### config.mk
export PLATFORM = sky130hd
export DESIGN_NAME = spinner_quad_gen
export DESIGN_NICKNAME = d
export VERILOG_FILES = /design/src/rtl/spinner_quad_gen.sv
export SDC_FILE = /design/constraint.sdc
export NUM_CORES = 1
export LEC_CHECK = 0
export CAP_MARGIN = 30
export CORE_UTILIZATION = 55
export CTS_CLUSTER_SIZE = 14
export DETAILED_ROUTE_END_ITERATION = 10
export MAX_ROUTING_LAYER = met4
export PLACE_DENSITY = 0.81
export REMOVE_ABC_BUFFERS = 1
export SYNTH_ARGS = -nofsm -noshare
export SYNTH_HDL_FRONTEND = slang
export SYNTH_SLANG_ARGS = --single-unit
### constraint.sdc
create_clock -name clk_sys -period 5.4 [get_ports clk_sys]
set_clock_uncertainty 0.05 [all_clocks]
set_input_delay 1.35 -clock clk_sys [delete_from_list [all_inputs] [get_ports clk_sys]]
set_output_delay 1.35 -clock clk_sys [all_outputs]
set_load 0.01 [all_outputs]
### src/rtl/spinner_quad_gen.sv
// Spinner/paddle quadrature generator: mouse, dpad, analog and USB-spinner inputs are
// turned into a signed step budget that is drained as A/B quadrature, with ext_enc passthrough.
module spinner_quad_gen #(
    parameter int CHANNELS  = 1,
    parameter int POS_W     = 12,
    parameter int STEP_DIV  = 1500,
    parameter int POLL_DIV  = 48000,
    parameter int DPAD_SLOW = 4,
    parameter int DPAD_FAST = 9
) (
    input  logic                  clk_sys,
    input  logic                  reset,
    input  logic                  ce,
    input  logic [CHANNELS-1:0]   delta_stb,
    input  logic [CHANNELS*9-1:0] delta,
    input  logic [CHANNELS-1:0]   btn_left,
    input  logic [CHANNELS-1:0]   btn_right,
    input  logic [CHANNELS-1:0]   btn_fast,
    input  logic [CHANNELS*8-1:0] analog_x,
    input  logic [1:0]            spin_res,
    input  logic [CHANNELS*2-1:0] ext_enc,
    output logic [CHANNELS*2-1:0] quad,
    output logic [CHANNELS-1:0]   ext_active,
    output logic [CHANNELS-1:0]   busy
);

    localparam int SW     = POS_W + 10;
    localparam int STEP_W = (STEP_DIV > 1) ? $clog2(STEP_DIV) : 1;
    localparam int POLL_W = $clog2(POLL_DIV + 1);

    localparam logic [STEP_W-1:0]    STEP_LAST = STEP_W'(STEP_DIV - 1);
    localparam logic [POLL_W-1:0]    POLL_LAST = POLL_W'(POLL_DIV - 1);
    localparam logic signed [SW-1:0] POS_MAX   = $signed({{(SW-POS_W+1){1'b0}}, {(POS_W-1){1'b1}}});
    localparam logic signed [SW-1:0] POS_MIN   = $signed({{(SW-POS_W+1){1'b1}}, {(POS_W-1){1'b0}}});

    typedef enum logic [1:0] {
        CODE_00 = 2'b00,
        CODE_01 = 2'b01,
        CODE_10 = 2'b10,
        CODE_11 = 2'b11
    } code_e;

    // Up: 11->01->00->10->11, down walks the same ring backwards.
    function automatic code_e code_step(input code_e c, input logic dn);
        case (c)
            CODE_11: return dn ? CODE_10 : CODE_01;
            CODE_01: return dn ? CODE_11 : CODE_00;
            CODE_00: return dn ? CODE_01 : CODE_10;
            default: return dn ? CODE_00 : CODE_11;
        endcase
    endfunction

    for (genvar ch = 0; ch < CHANNELS; ch++) begin : g_ch
        logic signed [POS_W-1:0] pos_q, pos_d;
        code_e                   code_q, code_d;
        logic [STEP_W-1:0]       step_q, step_d;
        logic [POLL_W-1:0]       poll_q, poll_d;
        logic [1:0]              sync1_q, sync2_q;
        logic                    ext_act_q, ext_act_d;
        logic [1:0]              quad_q, quad_d;
        logic                    busy_q;

        logic signed [8:0]       dlt;
        logic signed [7:0]       ax, ax_sh;
        logic                    press, ax_on, poll_on, poll_hit, step_go, reload;
        logic [1:0]              shamt;
        logic signed [SW-1:0]    sum, spin_mag, dpad_mag;
        logic signed [POS_W-1:0] reload_v;

        always_comb begin
            dlt      = $signed(delta[ch*9 +: 9]);
            ax       = $signed(analog_x[ch*8 +: 8]);
            ax_sh    = ax >>> 4;
            press    = btn_left[ch] | btn_right[ch];
            ax_on    = (ax != '0);
            poll_on  = (spin_res == 2'd0) && (ax_on || press);
            poll_hit = ce && poll_on && (poll_q == POLL_LAST);
            step_go  = ce && (step_q == '0) && (pos_q != '0);

            step_d = step_q;
            if (ce) begin
                step_d = (step_q == STEP_LAST) ? '0 : step_q + 1'b1;
            end

            poll_d = poll_q;
            if (!poll_on || poll_hit) begin
                poll_d = '0;
            end else if (ce) begin
                poll_d = poll_q + 1'b1;
            end

            code_d = step_go ? code_step(code_q, pos_q[POS_W-1]) : code_q;

            // Delta and step are combined before saturating so a step at the rail is not lost.
            sum = SW'(pos_q);
            if (delta_stb[ch]) begin
                sum = sum + SW'(dlt);
            end
            if (step_go) begin
                sum = pos_q[POS_W-1] ? sum + SW'(1) : sum - SW'(1);
            end

            shamt    = spin_res - {1'b0, ~btn_fast[ch]};
            spin_mag = SW'(2) << shamt;
            dpad_mag = btn_fast[ch] ? SW'(DPAD_FAST) : SW'(DPAD_SLOW);
            reload   = 1'b0;
            reload_v = '0;
            if (spin_res != 2'd0) begin
                if (ce && press) begin
                    reload   = 1'b1;
                    reload_v = POS_W'(btn_right[ch] ? spin_mag : -spin_mag);
                end
            end else if (poll_hit) begin
                reload = 1'b1;
                if (ax_on) begin
                    reload_v = (ax_sh == '0) ? POS_W'(1) : POS_W'(ax_sh);
                end else begin
                    reload_v = POS_W'(btn_right[ch] ? dpad_mag : -dpad_mag);
                end
            end

            if (reload) begin
                pos_d = reload_v;
            end else if (sum > POS_MAX) begin
                pos_d = POS_MAX[POS_W-1:0];
            end else if (sum < POS_MIN) begin
                pos_d = POS_MIN[POS_W-1:0];
            end else begin
                pos_d = sum[POS_W-1:0];
            end

            ext_act_d = ext_act_q;
            if (delta_stb[ch] || press || ax_on) begin
                ext_act_d = 1'b0;
            end else if (sync1_q != sync2_q) begin
                ext_act_d = 1'b1;
            end

            quad_d = ext_act_q ? sync2_q : code_q;
        end

        always_ff @(posedge clk_sys or posedge reset) begin
            if (reset) begin
                pos_q     <= '0;
                code_q    <= CODE_11;
                step_q    <= '0;
                poll_q    <= '0;
                sync1_q   <= 2'b11;
                sync2_q   <= 2'b11;
                ext_act_q <= 1'b0;
                quad_q    <= 2'b11;
                busy_q    <= 1'b0;
            end else begin
                pos_q     <= pos_d;
                code_q    <= code_d;
                step_q    <= step_d;
                poll_q    <= poll_d;
                sync1_q   <= ext_enc[ch*2 +: 2];
                sync2_q   <= sync1_q;
                ext_act_q <= ext_act_d;
                quad_q    <= quad_d;
                busy_q    <= (pos_d != '0);
            end
        end

        assign quad[ch*2 +: 2] = quad_q;
        assign ext_active[ch]  = ext_act_q;
        assign busy[ch]        = busy_q;
    end

endmodule

; Word-level counts from Yosys, hierarchy flattened
; Cells that the tools add are included.
; Widths: inputs -> output; s select.
[word_totals]
wordCells = 76
register_bits = 49
out_inout_bits = 4
inputBits = 28
[op_classes]
n_eq_ne = 5
magnitude_cmp = 2
add_sub_neg = 8
reduce_logical = 21
shift = 1
bitwise = 2
muxes = 28
[op_table]
columns = cell, count
row1 = $mux 12, 10
row2 = $mux 22, 3
row3 = $mux 16, 2
row4 = $reduce_bool 12->1, 2
row5 = $add 22x2->22 const B, 1
row6 = $gt 22x12->1 const B, 1
row7 = $lt 22x12->1 const B, 1
row8 = $sub 22x2->22 const B, 1
row9 = $add 16x1->16 const B, 1
row10 = $eq 16x16->1 const B, 1
row11 = $add 12x9->13, 1
row12 = $neg 12->12, 1
row13 = $neg 4->12, 1
row14 = $shl 2x2->12 const A, 1
row15 = $add 11x1->11 const B, 1
row16 = $eq 11x11->1 const B, 1
row17 = $logic_not 11->1, 1
row18 = $mux 11, 1
row19 = $mux 2, 5
row20 = $logic_not 8->1, 1
row21 = $reduce_bool 8->1, 1
row22 = $logic_and 1x1->1, 6
row23 = $pmux 2 s3, 1
row24 = $reduce_bool 2->1, 3
row25 = other kinds (11), 19

; Longest topological paths before layout
; Gate-level depths: netlist of run 1.
[depth]
ltp_word = 10
ltp_mapped = 18
mapped_depth_nobuf = 18

; Least setup slack after synthesis of run 1
; OpenSTA, ideal clock, no wires.
[synth_path]
kind = input port to flip-flop
start = in delta[7]
end = reg g_ch[0].busy_q, in the netlist busy
required_ns = 5.211
path_slack_ns = -0.178
setup_time_ns = 0.139
arrival_time_ns = 5.390
cell_stages = 17
cell_sequence = ha_1 -> clkbuf_1 -> nand2_1 -> a211o_1 -> a21o_1 -> and3_1 -> o31ai_1 -> ha_1 -> and4_4 -> nor2b_1 -> or4_1 -> o221ai_1 -> o21ai_1 -> a22o_1 -> and2_1 -> a221o_1 -> or4b_1
[synth_via]
elab_chain_len = 10
[synth_rtl]
columns = item, line_no
row1 = start: declaration, 15  ; input logic [CHANNELS*9-1:0] delta,
row2 = $add 12x9->13 (*), 97  ; sum = sum + SW'(dlt);
row3 = $mux 22 (*), 96  ; if (delta_stb[ch]) begin
row4 = $sub 22x2->22 or $add 22x2->22 (tied branches), 100  ; sum = pos_q[POS_W-1] ? sum + SW'(1) : sum - SW'(1);
row5 = $mux 22, 100
row6 = $mux 22 (*), 99  ; if (step_go) begin
row7 = $lt 22x12->1, 126  ; end else if (sum < POS_MIN) begin
row8 = $mux 12, 126
row9 = $mux 12 (*), 124  ; end else if (sum > POS_MAX) begin
row10 = $mux 12 (*), 122  ; if (reload) begin
row11 = net g_ch[0].pos_d[0], 54  ; logic signed [POS_W-1:0] pos_q, pos_d;
row12 = $reduce_bool 12->1 (*), 162  ; busy_q <= (pos_d != '0);
row13 = end signal: assignment, 162
row14 = end: declaration, 61  ; logic busy_q;
; Mark *: on every way through the listed nets, which the timed path passes. The rest lies on a longest branch.
; A chain may end at the register's enable or synchronous reset.

; Worst setup path after layout of run 1
[layout_path]
start = in delta[6]
end = reg g_ch[0].busy_q, in the netlist busy
; The elaborated chain is that of the path after synthesis.

==> impl_metrics.env, run 1 <==
export IMPL_status="completed"
export IMPL_syn_inst=461
export IMPL_reg2reg_from="g_ch[0].pos_q[3]"
export IMPL_worstPathMaxFanout=4
export IMPL_slew_headroom=0.383
export IMPL_drc=0
export IMPL_cp_data_arrival_time_ns=5.49
export IMPL_synthesis_area_sq_mm=0.00396
export IMPL_p_total_mw=3.28
export IMPL_fin_util=0.781
export IMPL_holdPathEnd="g_ch[0].sync2_q[0]"
export IMPL_postSynthAreaPerCell_sq_um=8.58
export IMPL_r2r_cells=16
export IMPL_drv_slew=0
export IMPL_place_port_buffers=31
export IMPL_antenna_found_initial=0
export IMPL_power_density_mw_per_mm2=612
export IMPL_hold_viol_final=0
export IMPL_clockRootBuffer="clkbuf_8"
export IMPL_ys_warn_count=0
export IMPL_pre_cts_ws_ns=-0.880
export IMPL_period_minus_slack_ns=5.37
export IMPL_hold_ws_ns=0.323
export IMPL_first_iter_violations=341
export IMPL_clkPwrFrac=0.064
export IMPL_cp_start_kind="input pin"
export IMPL_seqPwrFrac=0.165
export IMPL_comb_power_share=0.770
export IMPL_fp_dieW_um=86.8
export IMPL_synth_edf_count=0
export IMPL_tns_ns=0
export IMPL_die_h_um=86.8
export IMPL_num_rows=30
export IMPL_critPathKind="input pin to register"
export IMPL_cts_buffers=5
export IMPL_slowest_delay_ns=0.49
export IMPL_cp_cell_sequence="dlygate4sd2_1, ha_4, nand2_1, a211o_1, a21o_1, and3_4, o31ai_4, ha_4, and4_4, nor2b_4, or4_4, o221ai_4, nor4_4, a211oi_2, nor2_1, a221o_1, or4b_1"
export IMPL_p_leak_nw=2.33
export IMPL_core_sq_mm=0.00687
export IMPL_ys_flop_type="dfrtp_1"
export IMPL_finalNetCount=629
export IMPL_swShare=0.445
export IMPL_p_int_mw=1.82
export IMPL_synthArstFlopShare=1.00
export IMPL_h_tree_depth=2
export IMPL_clk_pin_slew_ns=0.08
export IMPL_max_freq_mhz=186
export IMPL_worstSkewPairLatency_ns=0.31
export IMPL_grt_max_degree=35
export IMPL_hold_path_cell_count=0
export IMPL_cp_slowest_cell="or4_4"
export IMPL_maxCapViolCount=0
export IMPL_hold_buffers=0
export IMPL_ctsLongestPathBuffers=2
export IMPL_fillers=445
export IMPL_layoutNonFillerInstCount=666
export IMPL_met1Wirelength_um=4470
export IMPL_worst_pin_slew_ns=0.919
export IMPL_cp_required_ns=5.53
export IMPL_dieArea_sq_mm=0.00754
export IMPL_hp_start="g_ch[0].sync1_q[0]"
export IMPL_r2r_slack_ns=0.77
export IMPL_syn_to_final_growth_pct=35.5
export IMPL_track_usage=0.311
export IMPL_finalCritPeriodShare=0.994
export IMPL_ant_nets=0
export IMPL_dpl_instance_area_sq_mm=0.00485
export IMPL_clock_sinks=49
export IMPL_startpoint="delta[6]"
export IMPL_setup_viol=0
export IMPL_vias=4111
export IMPL_wl_met2_um=6030
export IMPL_timing_rr_end="busy"
export IMPL_hold_class="register to register"
export IMPL_synthDistinctLibCells=60
export IMPL_viasPerCell=6.17
export IMPL_switching_power_mw=1.46
export IMPL_grt_pass1_vias=3947
export IMPL_critPathTopFamily="simple AND/OR/NAND/NOR gates"
export IMPL_critPathMostFrequentCell="ha_4"
export IMPL_cts_tree="built"
export IMPL_top_layer="met4"
export IMPL_grt_overflow=0
export IMPL_grt_pass1_wl_um=17600
export IMPL_start_util=0.576
export IMPL_dp_hpwl_um=8090
export IMPL_final_area_sq_mm=0.00536
export IMPL_dpl_cell_count=646
export IMPL_io_pins=32
export IMPL_diodes=0
export IMPL_route_met3_wl_um=748
export IMPL_peakVddDrop_mv=0.258
export IMPL_finalWorstSetupSlack_ns=0.0344
export IMPL_crit_path_end_kind="register"
export IMPL_synth_seq_cells=49
export IMPL_drive_above_1_share=0.279
export IMPL_wl_um=11600
export IMPL_yosysSeqAreaShare=0.312
export IMPL_routedWlPerCell_um=17.4
export IMPL_dr_pass1_iters=5
export IMPL_critPathBufInv=1
export IMPL_gp_congestion=0.901
==> repair_timing <==
action,CTS,global route
gates resized for setup,46,36
buffers inserted,10,3
pin swaps,31,25
endpoints found under the setup margin,11,8
==> cell type report <==
class | count | area, sq um | area share
Inverter | 22 | 82.6 | 0.0154
Tap cell | 96 | 120 | 0.0224
Clock inverter | 1 | 7.51 | 0.00140
Timing Repair Buffer | 109 | 890 | 0.166
Sequential cell | 49 | 1240 | 0.231
Multi-Input combinational cell | 382 | 2950 | 0.550
Clock buffer | 7 | 76.3 | 0.0142
==> cells by family after synthesis <==
family,Yosys count,share of synthesized area
muxes,15,0.0402
DFF,49,0.312
adders and majority gates,32,0.105
AOI/OAI and AO/OA,109,0.178
and+or+nand+nor,185,0.242
buffers and inverters,30,0.0322
xor gates and xnor gates,41,0.0907
==> power by group through the flow <==
| stage | registers, mW | logic [mW] | clock network [mW] |
|---|---|---|---|
| 2_1_floorplan | 0.496 | 1.21 | 0 |
| 3_5_place_dp | 0.525 | 2.00 | 0 |
| 4_1_cts | 0.530 | 2.23 | 0.214 |
| 3_3_place_gp | 0.521 | 1.91 | 0 |
| 5_1_grt | 0.547 | 2.71 | 0.227 |
| 6_report | 0.542 | 2.53 | 0.211 |
==> synth_stat cells, drive strengths merged (4+ instances only) <==
cell type  instances  area (sq um)
and2               4          25.0
xnor2             20           175
a21o              10          75.1
o21bai             5          37.5
a21oi             37           185
inv               22          82.6
nand4             10          62.6
ha                30           375
mux2               7          78.8
nor2b              6          37.5
nand2b             7          43.8
or3                8          50.1
nand2             39           146
nor3              11          60.1
o21ai             19          95.1
and3               5          31.3
clkbuf             5          18.8
nand3             20           100
xor2              21           184
o31ai              4          30.0
mux2i              8          80.1
o211ai             6          45.0
nor4               8          56.3
o31a               4          35.0
dfstp              8           210
nor2              48           180
dfrtp             41          1030
==> registers in the layout (all words and copies together) (netlist names) <==
name          flops
quad              2
ext_active        1
g_ch.pos_q       12
g_ch.poll_q      16
g_ch.step_q      11
g_ch.sync1_q      2
busy              1
g_ch.sync2_q      2
g_ch.code_q       2
==> layout by cell type (no fill, tap or decap), drive strengths merged, types with 8 or more instances in the layout <==
cell type,n
mux2i,8
a21oi,37
dfstp,8
a21o,10
ha,30
dfrtp,41
xor2,21
nor4,8
nand4,10
xnor2,20
clkbuf,11
o21ai,19
nor2,48
inv,22
nand3,20
clkdlybuf4s50,22
or3,8
nor3,11
nand2,39
buf,79
==> layer usage <==
| metal | vias up | GRT usage |
|---|---|---|
| met4 | 0 | 0.142 |
| met3 | 37 | 0.0448 |
| met1 | 1978 | 0.355 |
| met5 | - | - |
| li1 | 1888 | - |
| met2 | 208 | 0.539 |
==> worst max-delay path by stage <==
stage | endpoint | cells after the start
final | busy | 17
after global routing | busy | 20
after CTS | busy | 19
after detailed placement | busy | 18
after global placement | busy | 18
after floorplan | busy | 16
Power figures use the tool's default switching activity.
==> inputs of run 2 (changes only) <==
CTS_BUF_LIST = sky130_fd_sc_hd__clkbuf_4 sky130_fd_sc_hd__clkbuf_8 sky130_fd_sc_hd__clkbuf_16   (was not set)
==> run 2 against run 1 <==
Effect of this change:
- total power grew 0.45%
- flip-flop and latch count is the same
- global-route usage grew 0.51 points
- cell count grew 0.15%
- critical path depth grew 2
- combinational power is essentially flat
- fmax grew 0.72%
- worst hold slack is essentially flat
- sequential share of layout area shrank 0.086 points
- utilization grew 0.29 points
- worst setup slack gained 0.039 ns
- clock power grew 8%
- highest routed layer unchanged
- largest power group unchanged
==> impl_metrics.env, run 2 (synthesis gave the netlist of run 1 again) <==
export IMPL_period_minus_slack_ns=5.33
export IMPL_gp_congestion=0.901
export IMPL_worstSkewPairLatency_ns=0.32
export IMPL_place_port_buffers=31
export IMPL_clockRootBuffer="clkbuf_8"
export IMPL_antenna_found_initial=0
export IMPL_max_freq_mhz=188
export IMPL_slowest_delay_ns=0.49
export IMPL_finalCritPeriodShare=0.986
export IMPL_grt_pass1_wl_um=17800
export IMPL_clock_sinks=49
export IMPL_vias=4045
export IMPL_dr_pass1_iters=5
export IMPL_grt_overflow=0
export IMPL_dp_hpwl_um=8090
export IMPL_largest_reg_flops=16
export IMPL_clk_pin_slew_ns=0.09
export IMPL_cp_required_ns=5.55
export IMPL_critPathTopFamily="simple AND/OR/NAND/NOR gates"
export IMPL_track_usage=0.316
export IMPL_r2r_cells=20
export IMPL_core_sq_mm=0.00687
export IMPL_grt_max_degree=35
export IMPL_crit_path_end_kind="register"
export IMPL_worst_pin_slew_ns=0.935
export IMPL_ctsLongestPathBuffers=2
export IMPL_die_h_um=86.8
export IMPL_layoutNonFillerInstCount=667
export IMPL_peakVddDrop_mv=0.300
export IMPL_num_rows=30
export IMPL_dieArea_sq_mm=0.00754
export IMPL_status="completed"
export IMPL_dpl_cell_count=646
export IMPL_ant_nets=0
export IMPL_hold_class="register to register"
export IMPL_power_density_mw_per_mm2=612
export IMPL_first_iter_violations=305
export IMPL_critPathKind="input pin to register"
export IMPL_dpl_instance_area_sq_mm=0.00485
export IMPL_hold_buffers=0
export IMPL_drive_above_1_share=0.289
export IMPL_routedWlPerCell_um=17.4
export IMPL_holdPathEnd="g_ch[0].sync2_q[0]"
export IMPL_layout_common_cells="77 x buf_4, 47 x nor2_1, 41 x dfrtp_1"
export IMPL_worstPathMaxFanout=4
export IMPL_slew_headroom=0.372
export IMPL_top_regs="g_ch.poll_q x16, g_ch.pos_q x12, g_ch.step_q x11"
export IMPL_cp_data_arrival_time_ns=5.47
export IMPL_setup_viol=0
export IMPL_drc=0
export IMPL_rsz0062_at_grt="false"
export IMPL_start_util=0.576
export IMPL_diodes=0
export IMPL_p_leak_nw=2.34
export IMPL_finalNetCount=630
export IMPL_h_tree_depth=2
export IMPL_hold_viol_final=0
export IMPL_fillers=448
export IMPL_reg2reg_from="g_ch[0].pos_q[1]"
export IMPL_syn_to_final_growth_pct=36.0
export IMPL_io_pins=32
export IMPL_fp_dieW_um=86.8
export IMPL_viasPerCell=6.06
export IMPL_largest_register="g_ch.poll_q"
export IMPL_cts_tree="built"
export IMPL_final_area_sq_mm=0.00538
export IMPL_cts_buffers=5
export IMPL_cp_slowest_cell="or4_4"
export IMPL_timing_rr_end="busy"
export IMPL_tns_ns=0
export IMPL_critPathBufInv=3
export IMPL_cp_cell_sequence="dlygate4sd2_1, ha_4, nand2_2, a211o_1, a21o_1, and3_4, o31ai_4, ha_4, and4_4, nor2b_4, or4_4, o221ai_4, nor4_4, a211oi_2, nor2_1, buf_4, buf_4, a21oi_2, or4b_4"
export IMPL_cp_start_kind="input pin"
export IMPL_drv_slew=0
export IMPL_wl_um=11600
export IMPL_r2r_slack_ns=0.73
export IMPL_maxCapViolCount=0
export IMPL_grt_pass1_vias=3953
export IMPL_hp_start="g_ch[0].sync1_q[0]"
export IMPL_final_common_cell="buf_4"
export IMPL_hold_path_cell_count=0
## run 2: changes by cell type in the layout (fill, tap and decap cells not counted), sizes merged
cell / delta
clkdlybuf4s15: +1
buf: +1
dlygate4sd2: -1
## run 2: area by class of cell
class	count	area, sq um	area share
Clock buffer	7	83.8	0.0156
Clock inverter	1	7.51	0.00139
Inverter	22	82.6	0.0153
Multi-Input combinational cell	382	2950	0.549
Sequential cell	49	1240	0.230
Tap cell	96	120	0.0223
Timing Repair Buffer	110	898	0.167
## run 2: layer usage
metal	share of wire	up-vias	GRT usage	wire (um)
li1	-	1892	-	-
met1	0.40	1972	0.368	4680
met2	0.52	143	0.533	6000
met3	0.050	38	0.0552	574
met4	0.029	0	0.142	340
met5	0	-	-	0
## run 2: power by group
part | switching, mW | internal, mW
clock | 0.126 | 0.102
sequential | 0.105 | 0.436
combinational | 1.23 | 1.29
## run 2: per-stage QoR
step,hold slack [ns],utilization,power [mW],setup slack (ns)
floorplan,0.310,-,1.70,-0.148
detailed placement,0.314,0.706,2.53,-0.880
global placement,0.311,0.703,2.43,-0.713
global route,0.327,0.784,3.50,0.00510
CTS,0.326,0.761,2.99,0.00267
finish,0.323,0.784,3.30,0.0730
## run 2: worst reg2reg max path, stage by stage (launching register included)
cell	delay, ns
dfrtp_1	0.49
ha_4	0.31
a21o_1	0.13
nand4_1	0.25
nand2_1	0.17
a31oi_1	0.11
xnor2_1	0.15
mux2i_2	0.26
inv_2	0.08
ha_4	0.26
a21oi_4	0.17
nor2b_4	0.06
or4_4	0.49
o221ai_4	0.23
nor4_4	0.08
a211oi_2	0.30
nor2_1	0.11
buf_4	0.15
buf_4	0.12
a21oi_2	0.09
or4b_4	0.47
## run 2: how the worst max path moves through the flow
stage | start | end | slack (ns) | cells past startpoint
after CTS | delta[0] | busy | 0.003 | 21
final | delta[6] | busy | 0.07 | 19
after detailed placement | delta[0] | busy | -0.88 | 18
after global routing | delta[0] | busy | 0.005 | 20
after floorplan | delta[3] | busy | -0.15 | 16
after global placement | delta[0] | busy | -0.71 | 18
## run 2: what timing repair did
item	CTS	global route
gates resized for setup	46	39
pin swaps	31	26
setup endpoints to repair	11	6
cloned	0	0
hold endpoints to repair	0	0
buffers inserted	10	3
